$ cat config.mk
export PLATFORM = sky130hd
export DESIGN_NAME = mb_rtu_frame_tx
export DESIGN_NICKNAME = d
export VERILOG_FILES = /design/src/rtl/mb_rtu_frame_tx.sv
export SDC_FILE = /design/constraint.sdc
export NUM_CORES = 1
export LEC_CHECK = 0
export CORE_MARGIN = 2
export CORE_UTILIZATION = 40
export CTS_BUF_LIST = sky130_fd_sc_hd__clkbuf_16
export CTS_CLUSTER_DIAMETER = 100
export DETAILED_ROUTE_END_ITERATION = 10
export HOLD_SLACK_MARGIN = 0.02
export PLACE_DENSITY = 0.62
export SLEW_MARGIN = 20
export SYNTH_ARGS = -nofsm -noshare
export SYNTH_HDL_FRONTEND = slang
export SYNTH_SLANG_ARGS = --single-unit
$ cat constraint.sdc
create_clock -name clk -period 9.1 [get_ports clk]
set_input_delay 0.91 -clock clk [delete_from_list [all_inputs] [get_ports clk]]
set_output_delay 0.91 -clock clk [all_outputs]
set_load 0.05 [all_outputs]
$ cat src/rtl/mb_rtu_frame_tx.sv
// mb_rtu_frame_tx: Modbus RTU frame transmitter.
// Builds request or register-read response frames, appends CRC-16/Modbus
// (reflected 0xA001, init 0xFFFF) low byte first, and streams the frame over a
// valid/ready byte interface towards the UART byte transmitter.
// Optional feature macro: MB_T35_GAP_EN inserts a t3.5 silent gap before tx_done.
module mb_rtu_frame_tx #(
  parameter int MAX_REGS = 125,
  parameter int CLK_FREQ = 50_000_000,
  parameter int BAUD     = 9600
) (
  input  logic        clk,
  input  logic        rst_n,
  input  logic        tx_start,
  input  logic        mode,
  input  logic [7:0]  slave_id,
  input  logic [7:0]  fun,
  input  logic [15:0] start_addr,
  input  logic [15:0] reg_num,
  output logic        payload_req,
  input  logic [7:0]  payload_data,
  output logic        byte_valid,
  output logic [7:0]  byte_data,
  input  logic        byte_ready,
  output logic        busy,
  output logic        tx_done,
  output logic        err
);

  typedef enum logic [2:0] {
    IDLE   = 3'd0,
    HDR    = 3'd1,
    BODY   = 3'd2,
    DATA   = 3'd3,
    CRC_LO = 3'd4,
    CRC_HI = 3'd5,
    GAP    = 3'd6
  } state_t;

  state_t      state, state_next;
  logic [1:0]  idx;
  logic [7:0]  req_cnt;
  logic        pending;
  logic        mode_r;
  logic [7:0]  id_r, fun_r, count_r;
  logic [15:0] addr_r, num_r;
  logic [15:0] crc;
  logic        out_valid;
  logic [7:0]  out_data;
  logic        done_r, err_r;
  logic        load_en, fold_en, req;
  logic [7:0]  load_byte;
  logic        fire, can_load, bad_num, accept;

  // Fold one byte into the running CRC, LSB first, in a single cycle.
  function automatic logic [15:0] crc_fold(input logic [15:0] c, input logic [7:0] d);
    logic [15:0] r;
    r = c ^ {8'h00, d};
    for (int i = 0; i < 8; i++) begin
      if (r[0]) r = (r >> 1) ^ 16'hA001;
      else      r = r >> 1;
    end
    return r;
  endfunction

  assign fire     = out_valid & byte_ready;
  assign can_load = ~out_valid | fire;
  assign bad_num  = mode & ((reg_num == 16'd0) | (reg_num > 16'(MAX_REGS)));
  assign accept   = (state == IDLE) & tx_start & ~bad_num;

`ifdef MB_T35_GAP_EN
  localparam int unsigned GAP_CYC = (CLK_FREQ / BAUD) * 39;
  logic [31:0] gap_cnt;

  // Gap timer: counts silent cycles while in GAP, cleared elsewhere.
  always_ff @(posedge clk or negedge rst_n) begin
    if (!rst_n)              gap_cnt <= '0;
    else if (state == GAP)   gap_cnt <= gap_cnt + 32'd1;
    else                     gap_cnt <= '0;
  end
`endif

  // State register.
  always_ff @(posedge clk or negedge rst_n) begin
    if (!rst_n) state <= IDLE;
    else        state <= state_next;
  end

  // Next-state logic: each byte slot advances once its byte is loaded.
  always_comb begin
    state_next = state;
    case (state)
      IDLE:   if (accept) state_next = HDR;
      HDR:    if (load_en && idx == 2'd1) state_next = BODY;
      BODY:   if (load_en && (mode_r || idx == 2'd3)) state_next = mode_r ? DATA : CRC_LO;
      DATA:   if (load_en && req_cnt == count_r) state_next = CRC_LO;
      CRC_LO: if (load_en) state_next = CRC_HI;
      CRC_HI: begin
        if (idx[0] && fire) begin
`ifdef MB_T35_GAP_EN
          state_next = GAP;
`else
          state_next = IDLE;
`endif
        end
      end
`ifdef MB_T35_GAP_EN
      GAP:    if (gap_cnt == 32'(GAP_CYC - 1)) state_next = IDLE;
`endif
      default: state_next = IDLE;
    endcase
  end

  // Output logic: choose the byte to load, whether it enters the CRC, and payload requests.
  always_comb begin
    load_en   = 1'b0;
    load_byte = 8'h00;
    fold_en   = 1'b0;
    req       = 1'b0;
    case (state)
      HDR: begin
        load_en   = can_load;
        load_byte = idx[0] ? fun_r : id_r;
        fold_en   = can_load;
      end
      BODY: begin
        load_en = can_load;
        fold_en = can_load;
        if (mode_r) load_byte = count_r;
        else begin
          case (idx)
            2'd0:    load_byte = addr_r[15:8];
            2'd1:    load_byte = addr_r[7:0];
            2'd2:    load_byte = num_r[15:8];
            default: load_byte = num_r[7:0];
          endcase
        end
      end
      DATA: begin
        load_en   = pending;
        load_byte = payload_data;
        fold_en   = pending;
        req       = can_load & ~pending & (req_cnt != count_r);
      end
      CRC_LO: begin
        load_en   = can_load;
        load_byte = crc[7:0];
      end
      CRC_HI: begin
        load_en   = can_load & ~idx[0];
        load_byte = crc[15:8];
      end
      default: ;
    endcase
  end

  // Frame fields captured on an accepted start so callers may change inputs afterwards.
  always_ff @(posedge clk or negedge rst_n) begin
    if (!rst_n) begin
      mode_r  <= 1'b0;
      id_r    <= 8'h00;
      fun_r   <= 8'h00;
      addr_r  <= 16'h0000;
      num_r   <= 16'h0000;
      count_r <= 8'h00;
    end else if (accept) begin
      mode_r  <= mode;
      id_r    <= slave_id;
      fun_r   <= fun;
      addr_r  <= start_addr;
      num_r   <= reg_num;
      count_r <= {reg_num[6:0], 1'b0};
    end
  end

  // Slot index within a state, payload request bookkeeping and the running CRC.
  always_ff @(posedge clk or negedge rst_n) begin
    if (!rst_n) begin
      idx     <= 2'd0;
      req_cnt <= 8'h00;
      pending <= 1'b0;
      crc     <= 16'hFFFF;
    end else begin
      if (state_next != state) idx <= 2'd0;
      else if (load_en)        idx <= idx + 2'd1;
      if (state != DATA)       req_cnt <= 8'h00;
      else if (req)            req_cnt <= req_cnt + 8'd1;
      pending <= req;
      if (accept)              crc <= 16'hFFFF;
      else if (fold_en)        crc <= crc_fold(crc, load_byte);
    end
  end

  // Output byte register: holds a byte stable until the UART accepts it.
  always_ff @(posedge clk or negedge rst_n) begin
    if (!rst_n) begin
      out_valid <= 1'b0;
      out_data  <= 8'h00;
    end else if (load_en) begin
      out_valid <= 1'b1;
      out_data  <= load_byte;
    end else if (fire) begin
      out_valid <= 1'b0;
    end
  end

  // Single-cycle completion and rejection pulses.
  always_ff @(posedge clk or negedge rst_n) begin
    if (!rst_n) begin
      done_r <= 1'b0;
      err_r  <= 1'b0;
    end else begin
      done_r <= (state != IDLE) & (state_next == IDLE);
      err_r  <= (state == IDLE) & tx_start & bad_num;
    end
  end

  assign payload_req = req;
  assign byte_valid  = out_valid;
  assign byte_data   = out_data;
  assign busy        = (state != IDLE);
  assign tx_done     = done_r;
  assign err         = err_r;

endmodule

==> impl_metrics.toml, run 1 <==
[status]
outcome = "complete, but fails checks"
violations = "design-rule violations"

[clock_network]
clockBufferDepth = 2
h-tree-depth = 3
root_buffer = "clkbuf_16"
clk_latency_ns = 0.34
cts_tree = "yes"
numCtsBuffers = 9
clkTransAtPathRegs_ns = 0.06
clock-sinks = 90
cts_setup_buffers = 0
cts_resized = 0
cts_hold_buf = 0

[routing]
remaining_drc_errors = 4
postRouteAntennaNets = 0
routed_via_density = 5.28
wl_mm = 11.8
vias = 3826
wire_per_inst_um = 16.3
first_pass_iters = 8
first_iter_violations = 234

[sta]
clock_skew_ns = 0.00639
clock.fmax_mhz = 243
finalCritPeriodShare = 0.452
holdWs_ns = 0.473
rsz0062_at_grt = "no"
slew_viol_final = 0
hold_viol = 0
timing.final.crit_period_ns = 4.11
worst_slew_pin_slew_ns = 1.01
max-slew-margin-rel = 0.317
setup_viol = 0
tns_ns = 0

[global_route]
grtUsageTotal = 0.193
grt_pass1_vias = 3720
antenna_found_initial = 0
grt_max_degree = 68
grt_pass1_wl_mm = 19.4
overflow = 0

[setup_path]
cp-end-kind = "output pin"
worstPathBufferInverterCount = 1
ff2ff_path_depth = 10
slowest_delay_ns = 0.88
path_class = "reg -> out"
critPathSlowestCell = "clkdlybuf4s50_1"
arrival_ns = 3.20
cp_max_fo = 24
worstSetupPathDepth = 4
crit_chain = "nor2b_1 > nand2_1 > nor4_1 > clkdlybuf4s50_1"
startpoint_type = "flip-flop"
crit_family = "simple AND/OR/NAND/NOR gates"
required_ns = 8.19

[logic_synthesis]
synth_ff_type = "dfrtp_1"
syn_inst = 520
synth_top_area_cell = "dfrtp_1"
synth_top_family_by_area = "simple AND/OR/NAND/NOR gates"
syn_nets = 586
avgSynthCellArea_um2 = 9.17
synthesis.area_um2 = 4770
post-synth-top-area-fraction = 0.388
synth_edf_count = 0
synthSimpleGateAreaFrac = 0.231
yosys.area_share.xor_xnor = 0.0797
ys_ff_latch = 90
yosysSeqAreaShare = 0.476
async_flop_share = 1.00
muxShareOfSynthArea = 0.0470
ys_warn_count = 0
synth_compound_area_frac = 0.121
ys_types = 61
synth.area.top_cells = "dfrtp_1 39%, nand2_1 13%, dfstp_2 8.8%"
synthAdderAreaFrac = 0.0131

[layout]
final_common_cell = "nand2_1"
regArea_um2 = 2270
stdcell_count = 725
n_fill_cell = 1114
multi_input_area_um2 = 2360
final_net_count = 643
drive_gt1_frac = 0.0928
antenna_cells = 0
final_cell_mix = "161 x nand2_1, 74 x dfrtp_1, 72 x clkdlybuf4s50_1"
area_delta_synth_final_pct = 23.3
finish.utilization = 0.511

[floorplan]
rows = 39
initial_utilization = 0.414
die_y_um = 113
core_area_um2 = 11500
die_area_um2 = 12800
ios = 74
die_x_um = 113

[pwr]
sw_frac_of_total = 0.418
p_switching_uw = 1010
clkPwrFrac = 0.149
peakVddDrop_v = 0.000233
p_comb_frac = 0.523
p_leak_uw = 0.00260
p_seq_frac = 0.329
powerDensity_nw_per_um2 = 411
p_int_uw = 1410

[placement]
gp_congestion = 0.922
placed_cells = 709
dp_hpwl_mm = 8.56
portBuffers = 73

[run]
cap_viol_max_count = 0

[hold_path]
hold_path.class = "reg -> reg"
min_path_cells = 2
per-stage QoR:
stage / area, µm² / power, µW / worst slack, ns
floorplan: 4770 / 1730 / 5.47
global placement: 5590 / 2030 / 5.34
detailed placement: 5590 / 2050 / 5.30
CTS: 5880 / 2420 / 5.03
global route: 5880 / 2580 / 4.76
finish: 5880 / 2420 / 4.99
logic make-up after synthesis:
group | after synthesis
adder cells (fa/ha/maj) | 5
AND/OR/NAND/NOR | 250
AO/OA/AOI/OAI | 82
multiplexers | 20
buffers and inverters | 38
flip-flops | 90
XOR/XNOR | 35
Yosys cell counts (8+ instances only):
master	number
dfstp_2	16
nor2b_1	9
nand2_1	161
nor2_1	24
a21oi_1	22
mux2_2	9
o21ai_0	17
clkbuf_1	18
nand2b_1	8
dfrtp_1	74
mux2i_1	10
xor2_1	10
nor3_1	16
xnor2_1	18
final timing paths:
kind | to | slack, ns | startpoint
hold reg to reg | fun_r[4] | 0.47 | fun_r[4]
hold / removal | fun_r[4] | 0.47 | fun_r[4]
max in group asynchronous | num_r[0] | 7.54 | rst_n
min in group asynchronous | byte_data[5] | 0.55 | rst_n
setup reg to reg | crc[0] | 5.33 | idx[0]
setup / recovery | payload_req | 4.99 | state[1]
power groups by stage:
stage	logic, µW	clock network, µW	registers (µW)
after floorplan	948	0	784
after global placement	1230	0	802
after detailed placement	1250	0	801
after CTS	1260	368	794
after global routing	1380	383	820
final	1260	360	794
tightest hold or removal path, stage by stage, from the launching register on:
cell and delay [ns]:
dfrtp_1 0.34, nand2_1 0.05, nand2_1 0.05
final cells by class:
| class | count | share of cell area |
|---|---|---|
| well taps | 143 | 0.0304 |
| clock buffers | 9 | 0.0383 |
| inverters | 7 | 0.00447 |
| multi-input cells | 392 | 0.402 |
| clock inverters | 7 | 0.00978 |
| flip-flops and latches | 90 | 0.386 |
| repair buffers | 77 | 0.129 |
registers in the layout (all words and copies together), names as in the netlist:
| name | count |
|---|---|
| crc | 16 |
| byte_data | 8 |
| num_r | 16 |
| state | 3 |
| tx_done | 1 |
| err | 1 |
| idx | 2 |
| pending | 1 |
| req_cnt | 8 |
| id_r | 8 |
| byte_valid | 1 |
| addr_r | 16 |
| mode_r | 1 |
| fun_r | 8 |
layer usage:
| metal | wire length (µm) | up-vias | global-route usage |
|---|---|---|---|
| li1 | - | 1894 | - |
| met1 | 5760 | 1805 | 0.283 |
| met2 | 5130 | 109 | 0.280 |
| met3 | 678 | 18 | 0.0396 |
| met4 | 240 | 0 | 0.0748 |
| met5 | 0 | - | 0 |
No activity file was read; power rests on OpenSTA's default activity.
==> run 2, diff against run 1 <==
==> constraint.sdc (replaced) <==
create_clock -name clk -period 4 [get_ports clk]
set_input_delay 0.4 -clock clk [delete_from_list [all_inputs] [get_ports clk]]
set_output_delay 0.4 -clock clk [all_outputs]
set_load 0.05 [all_outputs]
==> run 2 against run 1 <==
Compared with the run above:
- the run still ends with design-rule violations left
- critical path depth stayed put
- largest cell class unchanged
- sequential share of layout area shrank 0.15 points
- power grew 130%
- critical path type unchanged
==> impl_metrics.toml, run 2 (same netlist as run 1, synthesis figures left out) <==
[status]
outcome = "complete, but fails checks"
violations = "design-rule violations"

[routing]
wl_met2_mm = 5.63
postRouteAntennaNets = 0
wl_mm = 12.2
routed_via_density = 5.32
wire_per_inst_um = 16.8
wl_met3_um = 608
wl_met1_mm = 5.76
remaining_drc_errors = 4
first_pass_iters = 10
vias = 3879
first_iter_violations = 295
routed.top_layer = "met4"

[clock_network]
clockBufferDepth = 2
root_buffer = "clkbuf_16"
clk_latency_ns = 0.35
clkTransAtPathRegs_ns = 0.07
cts_tree = "yes"
cts_resized = 0
numCtsBuffers = 9
cts_hold_buf = 0
cts_setup_buffers = 0
h-tree-depth = 3
clock-sinks = 90

[layout]
antenna_cells = 0
area_delta_synth_final_pct = 23.8
multi_input_area_um2 = 2360
drive_gt1_frac = 0.104
n_fill_cell = 1089
final_common_cell = "nand2_1"
reg_top3 = "addr_r x16, crc x16, num_r x16"
final_net_count = 647
final_cell_mix = "161 x nand2_1, 74 x dfrtp_1, 72 x clkdlybuf4s50_1"
final_cell_area_um2 = 5910
regArea_um2 = 2270

[run]
cap_viol_max_count = 0

[floorplan]
ios = 74
die_y_um = 113
rows = 39
initial_utilization = 0.414
core_area_um2 = 11500
die_area_um2 = 12800
die_x_um = 113

[global_route]
antenna_found_initial = 0
overflow = 0
grt_pass1_vias = 3796
grt_max_degree = 71
grt_pass1_wl_mm = 20.0
grtUsageTotal = 0.199

[setup_path]
cp-end-kind = "output pin"
startpoint = "state[1]"
cp_max_fo = 24
arrival_ns = 3.10
path_class = "reg -> out"
crit_path_end = "payload_req"
ff2ff_path_depth = 10
required_ns = 3.60
r2r-end = "crc[0]"
r2r_slack_ns = 0.59
startpoint_type = "flip-flop"
r2r_start = "idx[0]"

[sta]
finalCritPeriodShare = 0.875
rsz0062_at_grt = "no"
hold_viol = 0
max-slew-margin-rel = 0.418
tns_ns = 0
clock.fmax_mhz = 286
slew_viol_final = 0
setup_viol = 0
timing.final.crit_period_ns = 3.50
clock_skew_ns = 0.0118
worst_slew_pin_slew_ns = 0.873

[pwr]
powerDensity_nw_per_um2 = 937
p_leak_uw = 0.00261
peakVddDrop_v = 0.000576

[placement]
dp_hpwl_mm = 8.99
placed_cell_area_um2 = 5620
portBuffers = 73
gp_congestion = 0.879

[hold_path]
hold_path.class = "in -> async"
-- run 2: cell count changes in the layout (fill, tap and decap cells not counted) --
cell,previous run,this run
bufinv_16,1,0
clkinv_1,0,1
a21oi_4,1,0
clkinv_2,1,0
inv_6,0,4
buf_4,5,9
inv_8,0,1
a21oi_2,0,1
inv_1,11,7
-- run 2: area by class of cell --
| class | instances | area share |
|---|---|---|
| clock inverter | 7 | 0.00975 |
| timing repair buffer | 81 | 0.133 |
| tap | 143 | 0.0303 |
| sequential | 90 | 0.385 |
| inverter | 7 | 0.00445 |
| multi-input combinational | 392 | 0.399 |
| clock buffer | 9 | 0.0381 |
-- run 2: per-layer routing --
layer,track usage,up-vias
met1,0.280,1833
met3,0.0359,16
li1,-,1896
met2,0.316,134
met5,0,-
met4,0.0577,0
-- run 2: critical path: stages (launching register included) --
cell             delay [ns]
dfrtp_1                0.75
nor2b_1                0.50
nand2_1                0.31
nor4_1                 0.32
clkdlybuf4s50_1        0.87
-- run 2: through the flow --
step | hold slack, ns | cells | setup slack, ns | power [µW] | utilization
2_1_floorplan | 0.104 | 520 | 0.871 | 3940 | -
3_3_place_gp | 0.453 | 713 | 0.879 | 4660 | 0.488
5_1_grt | 0.264 | 729 | 0.239 | 5940 | 0.513
3_5_place_dp | 0.464 | 713 | 0.684 | 4720 | 0.488
4_1_cts | 0.208 | 729 | 0.542 | 5550 | 0.513
6_report | 0.172 | 729 | 0.502 | 5530 | 0.513
-- run 2: worst min path at each step --
stage                        start            to  slack [ns]
after CTS                    rst_n  byte_data[4]        0.21
after detailed placement   id_r[3]       id_r[3]        0.46
after global routing         rst_n    byte_valid        0.26
after floorplan              rst_n     addr_r[0]        0.10
after global placement    fun_r[5]      fun_r[5]        0.45
final                        rst_n  byte_data[4]        0.17
-- run 2: power by group --
part	total [µW]	leakage, µW	switching [µW]	internal [µW]
Clock	817	0.000137	384	432
Sequential	1790	0.00110	393	1390
Combinational	2930	0.00137	1570	1360
